$ cat src/rtl/osd_bank_scheduler_pkg.sv
// osd_pkg: shared definitions for the OSD character RAM ping-pong scheduler.
// Contents: scheduler state encoding and default widths / frame timeout.
package osd_pkg;

  typedef enum logic [1:0] {
    ST_IDLE = 2'd0,
    ST_FILL = 2'd1,
    ST_PEND = 2'd2
  } osd_state_e;

  localparam int OSD_ADDR_W         = 11;
  localparam int OSD_CNT_W          = 8;
  localparam int OSD_TIMEOUT_FRAMES = 60;

endpackage

$ cat src/rtl/osd_bank_scheduler_if.sv
// osd_bank_scheduler_if: writer handshake, vsync, read-address and status
// signals between the UDP receive path, osd_display and the bank scheduler.
//   master : drives i_vs, wr_req, wr_done, wr_abort, rd_addr_in
//   slave  : the scheduler; drives wr_gnt, wr_bank, rd_addr_out,
//            udp_rec_data_valid, swap_pulse, wait_frames
interface osd_bank_scheduler_if
  import osd_pkg::*;
#(
  parameter int ADDR_W = OSD_ADDR_W,
  parameter int CNT_W  = OSD_CNT_W
);
  logic              i_vs;
  logic              wr_req;
  logic              wr_done;
  logic              wr_abort;
  logic              wr_gnt;
  logic              wr_bank;
  logic [ADDR_W-1:0] rd_addr_in;
  logic [ADDR_W:0]   rd_addr_out;
  logic              udp_rec_data_valid;
  logic              swap_pulse;
  logic [CNT_W-1:0]  wait_frames;

  modport master (
    output i_vs, wr_req, wr_done, wr_abort, rd_addr_in,
    input  wr_gnt, wr_bank, rd_addr_out, udp_rec_data_valid, swap_pulse,
           wait_frames
  );

  modport slave (
    input  i_vs, wr_req, wr_done, wr_abort, rd_addr_in,
    output wr_gnt, wr_bank, rd_addr_out, udp_rec_data_valid, swap_pulse,
           wait_frames
  );
endinterface

$ cat src/rtl/osd_frame_timer.sv
// osd_frame_timer: counts vsync rises since the last bank swap and flags when
// TIMEOUT_FRAMES have elapsed. Saturates at the terminal value (no wrap).
// Ports:
//   video_clk, rst_n : pixel clock, async active-low reset
//   i_tick           : vsync rise
//   i_clr            : bank swap; clears the count (wins over i_tick)
//   o_hit            : count has reached TIMEOUT_FRAMES
module osd_frame_timer
  import osd_pkg::*;
#(
  parameter int TIMEOUT_FRAMES = OSD_TIMEOUT_FRAMES
) (
  input  logic video_clk,
  input  logic rst_n,
  input  logic i_tick,
  input  logic i_clr,
  output logic o_hit
);
  localparam int             CW   = $clog2(TIMEOUT_FRAMES + 1);
  localparam logic [CW-1:0]  TERM = CW'(TIMEOUT_FRAMES);

  logic [CW-1:0] r_cnt;

  always_ff @(posedge video_clk or negedge rst_n) begin
    if (!rst_n) begin
      r_cnt <= '0;
    end else if (i_clr) begin
      r_cnt <= '0;
    end else if (i_tick && (r_cnt != TERM)) begin
      r_cnt <= r_cnt + 1'b1;
    end
  end

  assign o_hit = (r_cnt == TERM);
endmodule

$ cat src/rtl/osd_bank_scheduler.sv
// osd_bank_scheduler: ping-pong controller for the OSD character RAM. Grants
// the UDP writer the back bank, holds a filled bank until the next vsync rise,
// then swaps so osd_display always reads a complete frame.
// Ports:
//   video_clk, rst_n : pixel clock, async active-low reset
//   bus (slave)      : vsync, writer handshake, read address, status outputs
// Build option: OSD_TIMEOUT_EN adds osd_frame_timer, which blanks the valid
// flag after TIMEOUT_FRAMES vsyncs without a swap.
//
// state | meaning
// IDLE  | no bank owned by the writer
// FILL  | writer owns the back bank
// PEND  | back bank full, waiting for a vsync rise to swap
module osd_bank_scheduler
  import osd_pkg::*;
#(
  parameter int ADDR_W         = OSD_ADDR_W,
  parameter int CNT_W          = OSD_CNT_W,
  parameter int TIMEOUT_FRAMES = OSD_TIMEOUT_FRAMES
) (
  input  logic                 video_clk,
  input  logic                 rst_n,
  osd_bank_scheduler_if.slave  bus
);
  osd_state_e       r_state;
  osd_state_e       w_next_state;
  logic             r_vs_d;
  logic             r_front_bank;
  logic             r_valid;
  logic             r_swap;
  logic [CNT_W-1:0] r_wait;
  logic             w_vs_rise;
  logic             w_swap;
  logic             w_timeout_hit;

  assign w_vs_rise = bus.i_vs & ~r_vs_d;
  // A bank completed on this very edge is still in FILL, so it cannot swap
  // until the following vsync rise.
  assign w_swap    = (r_state == ST_PEND) & w_vs_rise;

  always_ff @(posedge video_clk or negedge rst_n) begin
    if (!rst_n) begin
      r_state <= ST_IDLE;
    end else begin
      r_state <= w_next_state;
    end
  end

  always_comb begin
    w_next_state = r_state;
    case (r_state)
      ST_IDLE: if (bus.wr_req) w_next_state = ST_FILL;
      ST_FILL: begin
        if (bus.wr_done)       w_next_state = ST_PEND;
        else if (bus.wr_abort) w_next_state = ST_IDLE;
      end
      ST_PEND: if (w_vs_rise) w_next_state = ST_IDLE;
      default: w_next_state = ST_IDLE;
    endcase
  end

  always_ff @(posedge video_clk or negedge rst_n) begin
    if (!rst_n) begin
      r_vs_d       <= 1'b0;
      r_front_bank <= 1'b0;
      r_valid      <= 1'b0;
      r_swap       <= 1'b0;
      r_wait       <= '0;
    end else begin
      r_vs_d <= bus.i_vs;
      r_swap <= w_swap;
      if (w_swap) r_front_bank <= ~r_front_bank;
      if (w_swap)             r_valid <= 1'b1;
      else if (w_timeout_hit) r_valid <= 1'b0;
      if (w_swap && bus.wr_req && (r_wait != {CNT_W{1'b1}})) begin
        r_wait <= r_wait + 1'b1;
      end
    end
  end

`ifdef OSD_TIMEOUT_EN
  osd_frame_timer #(
    .TIMEOUT_FRAMES(TIMEOUT_FRAMES)
  ) u_frame_timer (
    .video_clk (video_clk),
    .rst_n     (rst_n),
    .i_tick    (w_vs_rise),
    .i_clr     (w_swap),
    .o_hit     (w_timeout_hit)
  );
`else
  logic w_unused_timeout_cfg;
  assign w_unused_timeout_cfg = (TIMEOUT_FRAMES > 0);
  assign w_timeout_hit        = 1'b0;
`endif

  assign bus.wr_gnt             = (r_state == ST_FILL);
  assign bus.wr_bank            = ~r_front_bank;
  assign bus.rd_addr_out        = {r_front_bank, bus.rd_addr_in};
  assign bus.udp_rec_data_valid = r_valid;
  assign bus.swap_pulse         = r_swap;
  assign bus.wait_frames        = r_wait;
endmodule

$ cat src/flat_wrapper.sv
// flat-port wrapper written by rule: the top's interface ports become plain ports
module osd_bank_scheduler_flat import osd_pkg::*;
#(
  parameter int ADDR_W         = OSD_ADDR_W,
  parameter int CNT_W          = OSD_CNT_W,
  parameter int TIMEOUT_FRAMES = OSD_TIMEOUT_FRAMES
)
  (video_clk, rst_n, bus_i_vs, bus_wr_req, bus_wr_done, bus_wr_abort, bus_rd_addr_in, bus_wr_gnt, bus_wr_bank, bus_rd_addr_out, bus_udp_rec_data_valid, bus_swap_pulse, bus_wait_frames);
  osd_bank_scheduler_if #(.ADDR_W(ADDR_W), .CNT_W(CNT_W)) bus_i ();
  input  logic video_clk;
  input  logic rst_n;
  input wire logic [$bits(bus_i.i_vs)-1:0] bus_i_vs;
  input wire logic [$bits(bus_i.wr_req)-1:0] bus_wr_req;
  input wire logic [$bits(bus_i.wr_done)-1:0] bus_wr_done;
  input wire logic [$bits(bus_i.wr_abort)-1:0] bus_wr_abort;
  input wire logic [$bits(bus_i.rd_addr_in)-1:0] bus_rd_addr_in;
  output wire logic [$bits(bus_i.wr_gnt)-1:0] bus_wr_gnt;
  output wire logic [$bits(bus_i.wr_bank)-1:0] bus_wr_bank;
  output wire logic [$bits(bus_i.rd_addr_out)-1:0] bus_rd_addr_out;
  output wire logic [$bits(bus_i.udp_rec_data_valid)-1:0] bus_udp_rec_data_valid;
  output wire logic [$bits(bus_i.swap_pulse)-1:0] bus_swap_pulse;
  output wire logic [$bits(bus_i.wait_frames)-1:0] bus_wait_frames;
  assign bus_i.i_vs = bus_i_vs;
  assign bus_i.wr_req = bus_wr_req;
  assign bus_i.wr_done = bus_wr_done;
  assign bus_i.wr_abort = bus_wr_abort;
  assign bus_i.rd_addr_in = bus_rd_addr_in;
  assign bus_wr_gnt = bus_i.wr_gnt;
  assign bus_wr_bank = bus_i.wr_bank;
  assign bus_rd_addr_out = bus_i.rd_addr_out;
  assign bus_udp_rec_data_valid = bus_i.udp_rec_data_valid;
  assign bus_swap_pulse = bus_i.swap_pulse;
  assign bus_wait_frames = bus_i.wait_frames;
  osd_bank_scheduler #(.ADDR_W(ADDR_W), .CNT_W(CNT_W), .TIMEOUT_FRAMES(TIMEOUT_FRAMES)) u_core (.video_clk(video_clk), .rst_n(rst_n), .bus(bus_i));
endmodule
$ cat config.mk
export PLATFORM = sky130hd
export DESIGN_NAME = osd_bank_scheduler_flat
export DESIGN_NICKNAME = d
export VERILOG_FILES = /design/src/rtl/osd_bank_scheduler_pkg.sv /design/src/rtl/osd_bank_scheduler_if.sv /design/src/rtl/osd_frame_timer.sv /design/src/rtl/osd_bank_scheduler.sv /design/src/flat_wrapper.sv
export SDC_FILE = /design/constraint.sdc
export NUM_CORES = 1
export LEC_CHECK = 0
export CORE_UTILIZATION = 45
export CTS_CLUSTER_SIZE = 20
export DETAILED_ROUTE_END_ITERATION = 8
export DONT_BUFFER_PORTS = 1
export SYNTH_ARGS = -nofsm -noshare
export SYNTH_HDL_FRONTEND = slang
export SYNTH_SLANG_ARGS = --single-unit
$ cat constraint.sdc
create_clock -name video_clk -period 1.6 [get_ports video_clk]
set_input_delay 0.08 -clock video_clk [delete_from_list [all_inputs] [get_ports video_clk]]
set_output_delay 0.08 -clock video_clk [all_outputs]
set_load 0.005 [all_outputs]
==> After elaboration in Yosys (flattened, before gate mapping) <==
Index checks and enable logic that the tools add are counted.
{ "totals": {"regBits": 14, "in_bits": 17, "output_inout_bits": 24, "elab_cells": 26} }
{ "classes": {"add_sub_neg": 1, "eq_ne": 6, "muxes": 5, "bitwise": 4, "reduce_logical": 4} }
{ "ops": {"columns": ["operator", "count"], "rows": [
  ["$add A8 B1 Y8 const B", 1],
  ["$mux W2", 4],
  ["$ne A8 B8 Y1 const B", 1],
  ["$pmux W2 S3", 1],
  ["$ne A3 B3 Y1 const B", 1],
  ["$reduce_and A3 Y1", 1],
  ["$and A1 B1 Y1", 2],
  ["$eq A2 B1 Y1 const B", 1],
  ["$eq A2 B2 Y1 const B", 1],
  ["$logic_and A1 B1 Y1", 2],
  ["$logic_not A2 Y1", 1],
  ["$ne A2 B1 Y1 const B", 1],
  ["$ne A2 B2 Y1 const B", 1],
  ["$not A1 Y1", 2]
]} }

==> Depth between registers and ports, before layout <==
{ "logic_depth": {"word_depth": 5, "depth_mapped": 5, "depth_no_buf": 5} }

==> Least setup slack after synthesis <==
OpenSTA, ideal clock, no wires.
{ "synth_path": {"path_kind": "reg-to-reg", "from": "reg u_core.r_wait[0], in the netlist u_core.bus.wait_frames[0]", "to": "reg u_core.r_wait[1], in the netlist u_core.bus.wait_frames[1]", "setup_ns": 0.128, "arrival_ns": 1.330, "required_ns": 1.472, "path_slack_ns": 0.142, "stages_incl_launch_ff": 5, "n_path_buf": 0, "synth_period_minus_slack_ns": 1.458, "cell_sequence": "dfrtp_1 > ha_1 > nand3_1 > o211ai_4 > mux2_1"} }
{ "synth_between": {"elab_chain_len": 2, "word_cells_on_any_way": 3, "cone_classes": "1 x add/sub; 1 x eq/ne; 1 x reduce/logical"} }
{ "synth_lines": {"columns": ["item", "line_no", "text"], "rows": [
  ["from (decl)", "osd_bank_scheduler.sv:31", "logic [CNT_W-1:0] r_wait;"],
  ["from (signal assigned)", "osd_bank_scheduler.sv:76", "r_wait <= r_wait + 1'b1;"],
  ["branches (longest 2 deep; another with $add A8 B1 Y8)", null, null]
]} }
Parallel ways; which one is timed is not known.
A chain may end at the register's enable or synchronous reset.

==> Final worst setup path <==
{ "layout_path": {"from": "reg u_core.r_state[0]", "to": "reg u_core.r_wait[6], in the netlist u_core.bus.wait_frames[6]"} }
{ "layout_between": {"elab_chain_len": 4} }
{ "layout_lines": {"columns": ["item", "line_no", "text"], "rows": [
  ["from (decl)", "osd_bank_scheduler.sv:25", "osd_state_e r_state;"],
  ["from (signal assigned)", "osd_bank_scheduler.sv:45", "r_state <= w_next_state;"],
  ["$eq A2 B2 Y1", "osd_bank_scheduler.sv:39", "assign w_swap = (r_state == ST_PEND) & w_vs_rise;"],
  ["$and A1 B1 Y1", "osd_bank_scheduler.sv:39", null],
  ["$logic_and A1 B1 Y1 (2 in series)", "osd_bank_scheduler.sv:75", "if (w_swap && bus.wr_req && (r_wait != {CNT_W{1'b1}})) begin"]
]} }
No other way between the ends.

==> out/qor.yml <==
hold_class: "in -> reg"
slew_headroom_pct: 58.0
post-route-min-period_ns: 1.50
tns_ns: 0
ys_async_sr_fraction_pct: 100
crit_required_ns: 1.76
finalHoldViolCount: 0
die_x_um: 42.9
gp_congestion: 0.705
fin_area_um2: 818
layout.nets: 93
clockPowerShare_pct: 21.1
clock_latency_ns: 0.28
ys.flop_type: "dfrtp_1"
drive_gt1_share_pct: 28.8
intPower_uw: 639
coreArea_mm2: 0.00154
p_leak_uw: 0.000374
netlist_area_um2: 752
synth_nets: 86
route.antenna.remaining_nets: 0
antenna_found_initial: 0
final_common_cell: "dfrtp_1"
final_cell_mix: "dfrtp_1, buf_4, dlygate4sd3_1"
hold_slack_ns: 0.0421
yosys_warnings: 0
power_switching_uw: 269
combPwrFrac_pct: 26.9
portBuffers: 0
worst_path_max_delay_cell: "dfrtp_1"
clockRootBuffer: "clkbuf_4"
start_util_pct: 48.8
finalSetupViolCount: 0
finish.utilization_pct: 53.1
via_per_inst: 5.33
yosysSeqAreaShare_pct: 46.6
ff2ff_path_depth: 4
cts_sinks: 14
drt_first_pass_iters: 3
power_density_mw_per_mm2: 1110
synth_edf_count: 0
fillCellCount: 142
first_global_vias: 483
arrival_ns: 1.66
htreeDepth: 1
syn_to_final_growth_pct: 8.82
grt_pass1_wl_um: 2180
critPathMaxStageDelay_ns: 0.38
n_antenna_cell: 0
netlist_instances: 68
switching_share_pct: 29.6
fin_crit_sh_pct: 93.9
clock_skew_ns: 0.00609
vias: 474
worstMarginPinSlew_ns: 0.627
drv_slew: 0
crit_type: "reg -> reg"
ioPinCount: 41
status: "finished, final reports clean"
worst_slack_ns: 0.0982
synth-seq-cells: 14
row_count: 14
clock_path_buffers: 2
p_seq_share_pct: 52.0
startpoint_type: "flop"
globalRouteOverflowTotal: 0
drt_iter0_drc: 7
path_clk_slew_ns: 0.08
place_ws_ns: 0.0956
cp-end-kind: "flop"
clock.fmax_mhz: 666
drv_cap: 0
ir_worst_vdd_uv: 612
drc: 0
cp_max_fo: 5
rsz0062_at_grt: "false"
dp_hpwl_um: 906
min_path_cells: 2
cts_tree: "yes"
grt_max_degree: 15
placed_area_um2: 746
fp.dieH_um: 42.9
syn_avg_cell_area_um2: 11.1
track_usage_pct: 16.5
wl_um: 1300
ys_types: 22
numCtsBuffers: 3
routedWlPerCell_um: 14.6
die_area_mm2: 0.00184
cp_cell_sequence: "and4bb_2, nand2_4, nor3_2, mux2_1"
-- path summary, 6_finish.rpt --
path                                                         endpoint                           from  slack (ns)
min in group asynchronous       u_core.bus.wait_frames[4]$_DFFE_PN0P_                          rst_n        0.26
worst min register to register          u_core.r_state[0]$_DFFE_PN0P_  u_core.r_state[1]$_DFFE_PN0P_        0.49
worst max register to register  u_core.bus.wait_frames[6]$_DFFE_PN0P_  u_core.r_state[0]$_DFFE_PN0P_         0.1
worst max-delay path            u_core.bus.wait_frames[6]$_DFFE_PN0P_  u_core.r_state[0]$_DFFE_PN0P_         0.1
max in group asynchronous       u_core.bus.wait_frames[5]$_DFFE_PN0P_                          rst_n        0.94
worst min-delay path            u_core.bus.wait_frames[2]$_DFFE_PN0P_                     bus_wr_req        0.04
-- critical path: cells and delay by family, from the launching register on --
kind | cells | cell delay (ns)
simple gates | 3 | 0.66
mux | 1 | 0.34
flops | 1 | 0.38
-- metrics by stage --
step           std cells  total power (µW)
6_report              89               908
5_1_grt               89               981
4_1_cts               88               911
3_5_place_dp          81               705
3_3_place_gp          81               696
2_1_floorplan         68               655
-- power groups by stage --
| stage | clock [µW] | sequential, µW | combinational [µW] |
|---|---|---|---|
| final | 192 | 472 | 244 |
| after global placement | 0 | 480 | 216 |
| after floorplan | 0 | 493 | 163 |
| after CTS | 197 | 472 | 242 |
| after global routing | 220 | 483 | 277 |
| after detailed placement | 0 | 478 | 227 |
-- routing by layer --
layer	track usage [%]	share of wire (%)
met5	0	0
met4	6.88	2.7
met3	10.2	11
met2	23.6	44
met1	19.6	43
-- kinds of logic after synthesis --
family	count (synthesis)	synth area share (%)
and+or+nand+nor	22	18.0
buffers and inverters	17	15.5
DFF	14	46.6
muxes	6	8.82
AOI/OAI and AO/OA	4	4.82
xor gates and xnor gates	4	4.66
adders and majority gates	1	1.66
-- synth_stat cells, drive strengths merged, types with 2 or more instances --
cell,number,area [µm²]
o21ai,3,15.0
mux2,5,56.3
nand2,5,26.3
dfrtp,14,350
inv,4,15.0
xnor2,3,26.3
nand3,4,20.0
nand4,2,12.5
nor3,3,30.0
buf,13,101
nor2,4,15.0
-- state kept, by name, summed over array words and instances, names as in the netlist --
signal	count
u_core.bus.wait_frames	8
u_core.bus.udp_rec_data_valid	1
u_core.bus.swap_pulse	1
u_core.r_vs_d	1
u_core.r_front_bank	1
u_core.r_state	2
-- final cells by class --
class	instances	area [µm²]	share of cell area, %
sequential	14	350	42.8
multi-input combinational	37	285	34.9
timing repair buffer	15	125	15.3
clock buffer	3	22.5	2.75
tap	16	20.0	2.45
inverter	4	15.0	1.83
-- timing repair --
action / in CTS / in global routing
hold buffers: 4 / 1
endpoints found under the hold margin: 17 / 1
setup buffers: 0 / 0
endpoints found under the setup margin: 0 / 1
gates resized for setup: 0 / 1
Power figures use the tool's default switching activity.
